**src/rtl/multicycle_control_fsm.sv**
```systemverilog
// multicycle_control_fsm: multi-cycle MIPS main control unit with memory wait handshake and timeout watchdog
module multicycle_control_fsm #(
  parameter int MEM_WAIT_MAX = 15
) (
  input  logic       clk,
  input  logic       rst_n,
  input  logic [5:0] Opcode,
  input  logic       Zero,
  input  logic       MemReady,
  output logic       PCEn,
  output logic       IorD,
  output logic       MemRead,
  output logic       MemWrite,
  output logic       IRWrite,
  output logic       RegDst,
  output logic       MemToReg,
  output logic       RegWrite,
  output logic       ALUSrcA,
  output logic [1:0] ALUSrcB,
  output logic [2:0] AluOp,
  output logic [1:0] PCSource,
  output logic       InstrDone,
  output logic [1:0] ErrCode,
  output logic [3:0] State
);
  localparam logic [3:0] RST      = 4'd0;
  localparam logic [3:0] FETCH    = 4'd1;
  localparam logic [3:0] DECODE   = 4'd2;
  localparam logic [3:0] EXEC_R   = 4'd3;
  localparam logic [3:0] WB_R     = 4'd4;
  localparam logic [3:0] EXEC_I   = 4'd5;
  localparam logic [3:0] WB_I     = 4'd6;
  localparam logic [3:0] MEM_ADDR = 4'd7;
  localparam logic [3:0] MEM_RD   = 4'd8;
  localparam logic [3:0] WB_MEM   = 4'd9;
  localparam logic [3:0] MEM_WR   = 4'd10;
  localparam logic [3:0] BRANCH   = 4'd11;
  localparam logic [3:0] JUMP     = 4'd12;
  localparam logic [3:0] ERROR    = 4'd13;
  logic [3:0] state, nextState;
  logic [7:0] waitCnt;
  logic [2:0] aluOpI, decAluOp;
  logic       isStore, memState, timeout, pcWrite, pcWriteCond;
  assign State    = state;
  assign memState = state == FETCH || state == MEM_RD || state == MEM_WR;
  assign timeout  = memState && !MemReady && waitCnt == 8'(MEM_WAIT_MAX - 1);
  assign PCEn     = pcWrite | (pcWriteCond & Zero);
  assign decAluOp = Opcode == 6'b001100 ? 3'b011 :
                    Opcode == 6'b001010 ? 3'b100 :
                    Opcode == 6'b001101 ? 3'b101 : 3'b010;
  always_ff @(posedge clk) begin
    if (!rst_n) begin
      state   <= RST;
      waitCnt <= 8'd0;
      ErrCode <= 2'b00;
      aluOpI  <= 3'b000;
      isStore <= 1'b0;
    end else begin
      state   <= nextState;
      waitCnt <= (memState && !MemReady && nextState == state) ? waitCnt + 8'd1 : 8'd0;
      if (state == DECODE) begin
        aluOpI  <= decAluOp;
        isStore <= Opcode[3];
      end
      // only the transition into ERROR records a code, so the first cause sticks
      if (nextState == ERROR && state != ERROR) ErrCode <= timeout ? 2'b10 : 2'b01;
    end
  end
  always_comb begin
    nextState   = state;
    IorD        = 1'b0;
    MemRead     = 1'b0;
    MemWrite    = 1'b0;
    IRWrite     = 1'b0;
    RegDst      = 1'b0;
    MemToReg    = 1'b0;
    RegWrite    = 1'b0;
    ALUSrcA     = 1'b0;
    ALUSrcB     = 2'b00;
    AluOp       = 3'b000;
    PCSource    = 2'b00;
    InstrDone   = 1'b0;
    pcWrite     = 1'b0;
    pcWriteCond = 1'b0;
    case (state)
      RST: nextState = FETCH;
      FETCH: begin
        MemRead   = 1'b1;
        ALUSrcB   = 2'b01;
        AluOp     = 3'b010;
        IRWrite   = MemReady;
        pcWrite   = MemReady;
        nextState = MemReady ? DECODE : timeout ? ERROR : FETCH;
      end
      DECODE: begin
        ALUSrcB = 2'b11;
        AluOp   = 3'b010;
        case (Opcode)
          6'b000000:                                   nextState = EXEC_R;
          6'b100011, 6'b101011:                        nextState = MEM_ADDR;
          6'b000100:                                   nextState = BRANCH;
          6'b000010:                                   nextState = JUMP;
          6'b001000, 6'b001100, 6'b001010, 6'b001101:  nextState = EXEC_I;
          default:                                     nextState = ERROR;
        endcase
      end
      EXEC_R: begin
        ALUSrcA   = 1'b1;
        nextState = WB_R;
      end
      WB_R: begin
        RegDst    = 1'b1;
        RegWrite  = 1'b1;
        InstrDone = 1'b1;
        nextState = FETCH;
      end
      EXEC_I: begin
        ALUSrcA   = 1'b1;
        ALUSrcB   = 2'b10;
        AluOp     = aluOpI;
        nextState = WB_I;
      end
      WB_I: begin
        RegWrite  = 1'b1;
        InstrDone = 1'b1;
        nextState = FETCH;
      end
      MEM_ADDR: begin
        ALUSrcA   = 1'b1;
        ALUSrcB   = 2'b10;
        AluOp     = 3'b010;
        nextState = isStore ? MEM_WR : MEM_RD;
      end
      MEM_RD: begin
        MemRead   = 1'b1;
        IorD      = 1'b1;
        nextState = MemReady ? WB_MEM : timeout ? ERROR : MEM_RD;
      end
      WB_MEM: begin
        MemToReg  = 1'b1;
        RegWrite  = 1'b1;
        InstrDone = 1'b1;
        nextState = FETCH;
      end
      MEM_WR: begin
        MemWrite  = 1'b1;
        IorD      = 1'b1;
        InstrDone = MemReady;
        nextState = MemReady ? FETCH : timeout ? ERROR : MEM_WR;
      end
      BRANCH: begin
        ALUSrcA     = 1'b1;
        AluOp       = 3'b001;
        pcWriteCond = 1'b1;
        PCSource    = 2'b01;
        InstrDone   = 1'b1;
        nextState   = FETCH;
      end
      JUMP: begin
        pcWrite   = 1'b1;
        PCSource  = 2'b10;
        InstrDone = 1'b1;
        nextState = FETCH;
      end
      ERROR: nextState = ERROR;
      default: nextState = ERROR;
    endcase
  end
endmodule

```
**config.mk**
```make
export PLATFORM = sky130hd
export DESIGN_NAME = multicycle_control_fsm
export DESIGN_NICKNAME = d
export VERILOG_FILES = /design/src/rtl/multicycle_control_fsm.sv
export SDC_FILE = /design/constraint.sdc
export NUM_CORES = 1
export LEC_CHECK = 0
export ABC_AREA = 1
export CORE_MARGIN = 2
export CORE_UTILIZATION = 41
export CTS_CLUSTER_SIZE = 10
export DETAILED_ROUTE_END_ITERATION = 8
export GPL_TIMING_DRIVEN = 0
export PLACE_DENSITY = 0.69
export SLEW_MARGIN = 20
export SYNTH_ARGS = -nofsm -noshare
export SYNTH_HDL_FRONTEND = slang
export SYNTH_SLANG_ARGS = --single-unit
export TNS_END_PERCENT = 50
```
**constraint.sdc**
```tcl
create_clock -name clk -period 3.4 [get_ports clk]
set_clock_uncertainty 0.2 [all_clocks]
set_input_delay 1.02 -clock clk [delete_from_list [all_inputs] [get_ports clk]]
set_output_delay 1.02 -clock clk [all_outputs]
set_load 0.01 [all_outputs]
```
==> results.toml, run 1 <==
[run_status]
outcome = "complete, no violations"

[finish]
layout-drive-gt1-share_pct = 16.2
final_area_um2 = 1660
final_util_pct = 55.2
syn2layout_area_growth_pct = 31.1
final_cell_mix = "nand2_1, nor2_1, clkdlybuf4s50_1"
nFillCells = 318
fin_nets = 247
layout_commonest_cell = "nand2_1"
antennaDiodeCount = 0

[route]
via_per_inst = 4.88
first_iter_violations = 68
num_vias = 1303
final_antenna_net_count = 0
firstDrtPassIters = 4
wl_mm = 2.90
detail_route.wl_per_cell_um = 10.9
drcViolationCount = 0

[placement]
placed_cell_area_um2 = 1630
routabilityCongestion = 0.891
io_buffers = 32
dp_hpwl_mm = 2.37

[yosys]
synth_edf_count = 0
ys_dominant_reg_cell = "dfxtp_1"
netlist_top_cells_area = "dfxtp_1, nand2_1, nor2_1"
syn_avg_cell_area_um2 = 6.38
synth-seq-cells = 18
postSynth.asyncResetShare_pct = 0
yosysUniqueCellTypes = 28
yosys.area.top_type = "dfxtp_1"
syn_area_um2 = 1260
yosys_warnings = 0
synth_top_area_share_pct = 28.5
yosysSeqAreaShare_pct = 28.5
synth_nets = 210
synthCells = 198

[global_routing]
grt_remaining_overflow = 0
track_usage_pct = 17.5
busiest_layer = "met2"
grt_max_degree = 11
antenna_found_initial = 0
grtUsageMet3_pct = 1.97
gr-usage-met2_pct = 30.1
use_met1_pct = 23.0
grt_pass1_vias = 1153
grt_pass1_wl_mm = 4.80

[critical_path]
worstRegToRegCells = 11
end_kind = "output port"
path_class = "primary input to output port"
crit_fanout = 7
required_ns = 2.18
worstSetupStartpointType = "primary input"
worst_ep_arrival_time_ns = 2.00

[floorplan]
dieHeight_um = 59.5
fp-row-count = 20
die_area_um2 = 3540
core_um2 = 3000
start_util_pct = 42.1
ios = 33
die_w_um = 59.5

[clock_network]
cts_tree = "yes"
h-tree-depth = 1
cts_root_buffer = "clkbuf_4"
cts_buffers = 3
clk_latency_ns = 0.28
cts_max_path_buffers = 2
clock_sinks = 18
clk_pin_slew_ns = 0.10
cts_setup_buffers = 0

[timing]
timing.fmax_mhz = 311
slew_headroom_pct = 76.4
setup_viol = 0
tightestPinTransition_ns = 0.353
rsz0062_at_grt = "false"
min_period_ns = 3.22
slew_violations = 0
finalCritPeriodShare_pct = 94.7
hold_viol_final = 0

[pwr]
p_sw_share_pct = 36.3
p_int_uw = 408
powerDensity_nw_per_um2 = 387
p_leak_nw = 0.730
power_uw = 642
p_clk_share_pct = 20.3
p_sw_uw = 233
p_comb_share_pct = 43.2
vdd_drop_max_v = 0.000199
pwr-share-seq_pct = 36.5

[min_path]
hold_class = "flip-flop to flip-flop"
hold_depth = 2

[job]
maxCapViolations = 0
synthesized netlist by cell type (2+ instances only):
library cell and count:
a21oi_1 8, nand2_2 6, o21ai_0 9, inv_2 4
nand2_1 40, nor2_1 37, ha_1 2, nor2_2 6
inv_1 25, buf_6 2, a21oi_2 3, xor2_1 3
dfxtp_1 18, xnor2_1 2, nand3_1 17, nand4_1 2
nor2_4 3
layer usage:
metal | vias up | part of all wire [%]
met2 | 41 | 46
li1 | 693 | -
met5 | - | 0
met4 | 0 | 0.93
met1 | 565 | 49
met3 | 4 | 3.9
cell type report:
cell class                      count  area, um2  area share, %
Timing Repair Buffer               32        313           18.9
Multi-Input combinational cell    147        762           46.0
Sequential cell                    18        360           21.8
Buffer                              3       30.0           1.81
Inverter                           30        114           6.87
Tap cell                           33       41.3           2.49
Clock buffer                        4       36.3           2.19
critical path: stages:
cell and delay (ns):
clkdlybuf4s50_1 0.50, inv_2 0.09, nor2_2 0.12, dlygate4sd2_1 0.27
registers in the layout, indices dropped and copies added, names as in the netlist:
| signal | count |
|---|---|
| aluOpI | 3 |
| isStore | 1 |
| State | 4 |
| waitCnt | 8 |
| ErrCode | 2 |
cell families after synthesis:
family                     share of synthesized area (%)
adders and majority gates                           1.98
and+or+nand+nor                                     43.3
xor gates and xnor gates                            3.47
AOI/OAI and AO/OA                                   11.4
DFF                                                 28.5
buffers and inverters                               11.4
repair_timing:
action | CTS | global route
setup endpoints to repair | 2 | 1
resized for setup | 5 | 2
hold buffers | 0 | 0
metrics by stage:
stage / TNS [ns] / hold slack, ns / std cells / worst slack, ns
after global placement: -0.453 / 0.245 / 263 / -0.298
after global routing: 0 / 0.290 / 267 / 0.0978
final: 0 / 0.271 / 267 / 0.182
after floorplan: 0 / 0.230 / 198 / 0.665
after CTS: 0 / 0.271 / 267 / 0.0419
after detailed placement: -0.470 / 0.256 / 263 / -0.305
final timing paths:
| kind | from | endpoint | slack (ns) |
|---|---|---|---|
| max | MemReady | IRWrite | 0.18 |
| min | aluOpI[1]$_SDFFE_PN0P_ | aluOpI[1]$_SDFFE_PN0P_ | 0.27 |
| max reg2reg | State[1]$_SDFF_PN0_ | waitCnt[1]$_SDFF_PN0_ | 1.43 |
| min reg2reg | aluOpI[1]$_SDFFE_PN0P_ | aluOpI[1]$_SDFFE_PN0P_ | 0.27 |
power groups by stage:
stage	combinational, mW	sequential [mW]	clock, mW
global route	0.308	0.236	0.145
floorplan	0.171	0.241	0
detailed placement	0.282	0.239	0
global placement	0.280	0.239	0
CTS	0.280	0.234	0.133
finish	0.277	0.234	0.130
No activity file was read; power rests on OpenSTA's default activity.
==> inputs of run 2 (changes only) <==
--- a/config.mk
+++ b/config.mk
@@ -5,13 +5,12 @@
 export SDC_FILE = /design/constraint.sdc
 export NUM_CORES = 1
 export LEC_CHECK = 0
-export ABC_AREA = 1
 export CORE_MARGIN = 2
 export CORE_UTILIZATION = 41
 export CTS_CLUSTER_SIZE = 10
 export DETAILED_ROUTE_END_ITERATION = 8
 export GPL_TIMING_DRIVEN = 0
-export PLACE_DENSITY = 0.69
+export PLACE_DENSITY = 0.73
 export SLEW_MARGIN = 20
 export SYNTH_ARGS = -nofsm -noshare
 export SYNTH_HDL_FRONTEND = slang
==> constraint.sdc (replaced) <==
create_clock -name clk -period 2.9 [get_ports clk]
set_clock_uncertainty 0.2 [all_clocks]
set_input_delay 0.87 -clock clk [delete_from_list [all_inputs] [get_ports clk]]
set_output_delay 0.87 -clock clk [all_outputs]
set_load 0.01 [all_outputs]
==> run 2 against run 1 <==
  * Cell area shrank 0.91%
  * Via count shrank 0.23%
  * Wire length grew 14%
  * Core utilization grew 4.4 points
  * Clock power grew 18%
  * Global-route usage grew 3.1 points
  * Non-clock buffer count grew 7
  * Synthesized cell count shrank 19%
  * Critical path type is now flip-flop to output port
==> results.toml, run 2 <==
[route]
drcViolationCount = 0
wl_mm = 3.30
via_per_inst = 5.70
detail_route.wl_per_cell_um = 14.5
first_iter_violations = 61
final_antenna_net_count = 0
num_vias = 1300
firstDrtPassIters = 4

[timing]
finalCritPeriodShare_pct = 97.4
min_period_ns = 2.82
timing.fmax_mhz = 354
slew_headroom_pct = 64.5
slew_violations = 0
fin_ws_ns = 0.0761
hold_viol_final = 0
tightestPinTransition_ns = 0.528
setup_viol = 0

[critical_path]
required_ns = 1.83
r2r_slack_ns = 0.61
path_class = "flip-flop to output port"
worst_ep_arrival_time_ns = 1.75
end_kind = "output port"
worstSetupStartpointType = "flip-flop"
crit_fanout = 10

[finish]
antennaDiodeCount = 0
stdcell_count = 228
largest_register = "waitCnt"
layout-drive-gt1-share_pct = 14.2
fin_nets = 210
largest_reg_flops = 8
syn2layout_area_growth_pct = 37.1
layout_commonest_cell = "nor2_1"
final_cell_mix = "nor2_1, dfxtp_1, clkdlybuf4s50_1"

[placement]
routabilityCongestion = 0.960
pre_cts_ws_ns = -0.752
dp.cells = 224
dp_hpwl_mm = 2.58
io_buffers = 32

[global_routing]
antenna_found_initial = 0
grt_pass1_wl_mm = 5.42
track_usage_pct = 20.7
grt_pass1_vias = 1181
grt_max_degree = 11
grt_remaining_overflow = 0

[yosys]
synth_top_area_share_pct = 30.1
syn_avg_cell_area_um2 = 7.44
yosysUniqueCellTypes = 46
yosys.area.top_type = "dfxtp_1"
netlist_top_cells_area = "dfxtp_1, nor2_1, nand2b_1"
synth-seq-cells = 18
synth_edf_count = 0
yosysMostFrequentCell = "nor2_1"
postSynth.asyncResetShare_pct = 0
yosys_warnings = 0
ys_dominant_reg_cell = "dfxtp_1"
syn_area_um2 = 1200
yosysSeqAreaShare_pct = 30.1
ys_top_cells_by_count = "nor2_1, dfxtp_1, nand2_1"
synth_nets = 173
synthCells = 161

[pwr]
vdd_drop_max_v = 0.000373
p_comb_share_pct = 31.7
p_int_uw = 422
p_leak_nw = 0.674
p_sw_uw = 188
powerDensity_nw_per_um2 = 371
p_sw_share_pct = 30.8
pwr-share-seq_pct = 43.0
p_clk_share_pct = 25.3

[clock_network]
clk_latency_ns = 0.30
cts_max_path_buffers = 2
cts_tree = "yes"
cts_setup_buffers = 0
h-tree-depth = 1
clk_pin_slew_ns = 0.10
cts_buffers = 3
ctsHoldBuffers = 0
clock_sinks = 18
cts_root_buffer = "clkbuf_4"

[min_path]
hold_class = "flip-flop to flip-flop"

[floorplan]
core_um2 = 2760
start_util_pct = 43.4
die_area_um2 = 3370
die_w_um = 58.0
ios = 33
fp-row-count = 19
dieHeight_um = 58.0

[job]
maxCapViolations = 0

[run_status]
outcome = "complete, no violations"
-- run 2: cell count changes after synthesis, sizes merged, moves of 3 or more --
cell    previous run  this run
nor2b              1         9
nand3             18         4
nand2             47        15
clkbuf             0         7
nor3               1         5
nand2b             0        10
nor2              46        23
a21boi             0         4
inv               29         3
o21ai             10         7
and3               0         3
-- run 2: stage by stage --
| stage | hold WS, ns | utilization [%] | setup TNS, ns | power, mW | area (um2) |
|---|---|---|---|---|---|
| 2_1_floorplan | 0.226 | - | 0 | 0.371 | 1200 |
| 3_3_place_gp | 0.238 | 56.4 | -3.20 | 0.451 | 1560 |
| 3_5_place_dp | 0.271 | 56.4 | -3.62 | 0.455 | 1560 |
| 4_1_cts | 0.298 | 58.6 | -0.0764 | 0.604 | 1620 |
| 5_1_grt | 0.322 | 59.5 | -0.0355 | 0.641 | 1640 |
| 6_report | 0.291 | 59.5 | 0 | 0.610 | 1640 |
-- run 2: cells by family (layout without fill, tap and decap cells) --
kind of cell | after synthesis | count (layout) | synth area share [%]
AND/OR/NAND/NOR | 82 | 82 | 35.8
XOR/XNOR | 6 | 6 | 4.39
adder cells (fa/ha/maj) | 2 | 2 | 2.09
buffers and inverters | 13 | 49 | 4.39
flip-flops | 18 | 18 | 30.1
AO/OA/AOI/OAI | 40 | 40 | 23.2
-- run 2: worst max-delay path, cell delays in order, from the launching register on --
cell and delay [ns]:
dfxtp_1 0.35, buf_4 0.17, buf_6 0.16, clkbuf_8 0.17
nor2b_2 0.19, a22o_1 0.15, dlygate4sd2_1 0.26
-- run 2: layer usage --
metal	vias up	global-route usage, %	part of all wire (%)
met1	593	27.1	44
li1	655	-	-
met2	45	34.6	47
met5	-	0	0
met3	7	2.46	6.7
met4	0	7.97	2.0
-- run 2: final cells by class --
type / instances / area [um2]
Tap cell: 31 / 38.8
Clock buffer: 4 / 36.3
Inverter: 3 / 11.3
Timing Repair Buffer: 32 / 303
Sequential cell: 18 / 363
Buffer: 10 / 81.3
Multi-Input combinational cell: 130 / 808
Fill cell: 261 / 1120
-- run 2: final timing paths --
| kind | from | endpoint | cells after the start |
|---|---|---|---|
| worst min register to register | waitCnt[0]$_SDFF_PN0_ | waitCnt[0]$_SDFF_PN0_ | 1 |
| worst max-delay path | State[2]$_SDFF_PN0_ | InstrDone | 6 |
| worst max register to register | waitCnt[3]$_SDFF_PN0_ | waitCnt[2]$_SDFF_PN0_ | 6 |
| worst min-delay path | waitCnt[0]$_SDFF_PN0_ | waitCnt[0]$_SDFF_PN0_ | 1 |
-- run 2: what timing repair did --
action / 4_1_cts / 5_1_grt
pin swaps: 1 / 1
resized for setup: 39 / 16
setup endpoints to repair: 17 / 9
-- run 2: power by group through the flow --
stage / Clock, mW / Sequential, mW / Combinational, mW
final: 0.154 / 0.262 / 0.193
after detailed placement: 0 / 0.267 / 0.188
after global placement: 0 / 0.267 / 0.185
after CTS: 0.156 / 0.262 / 0.186
after global routing: 0.167 / 0.264 / 0.210
after floorplan: 0 / 0.267 / 0.103
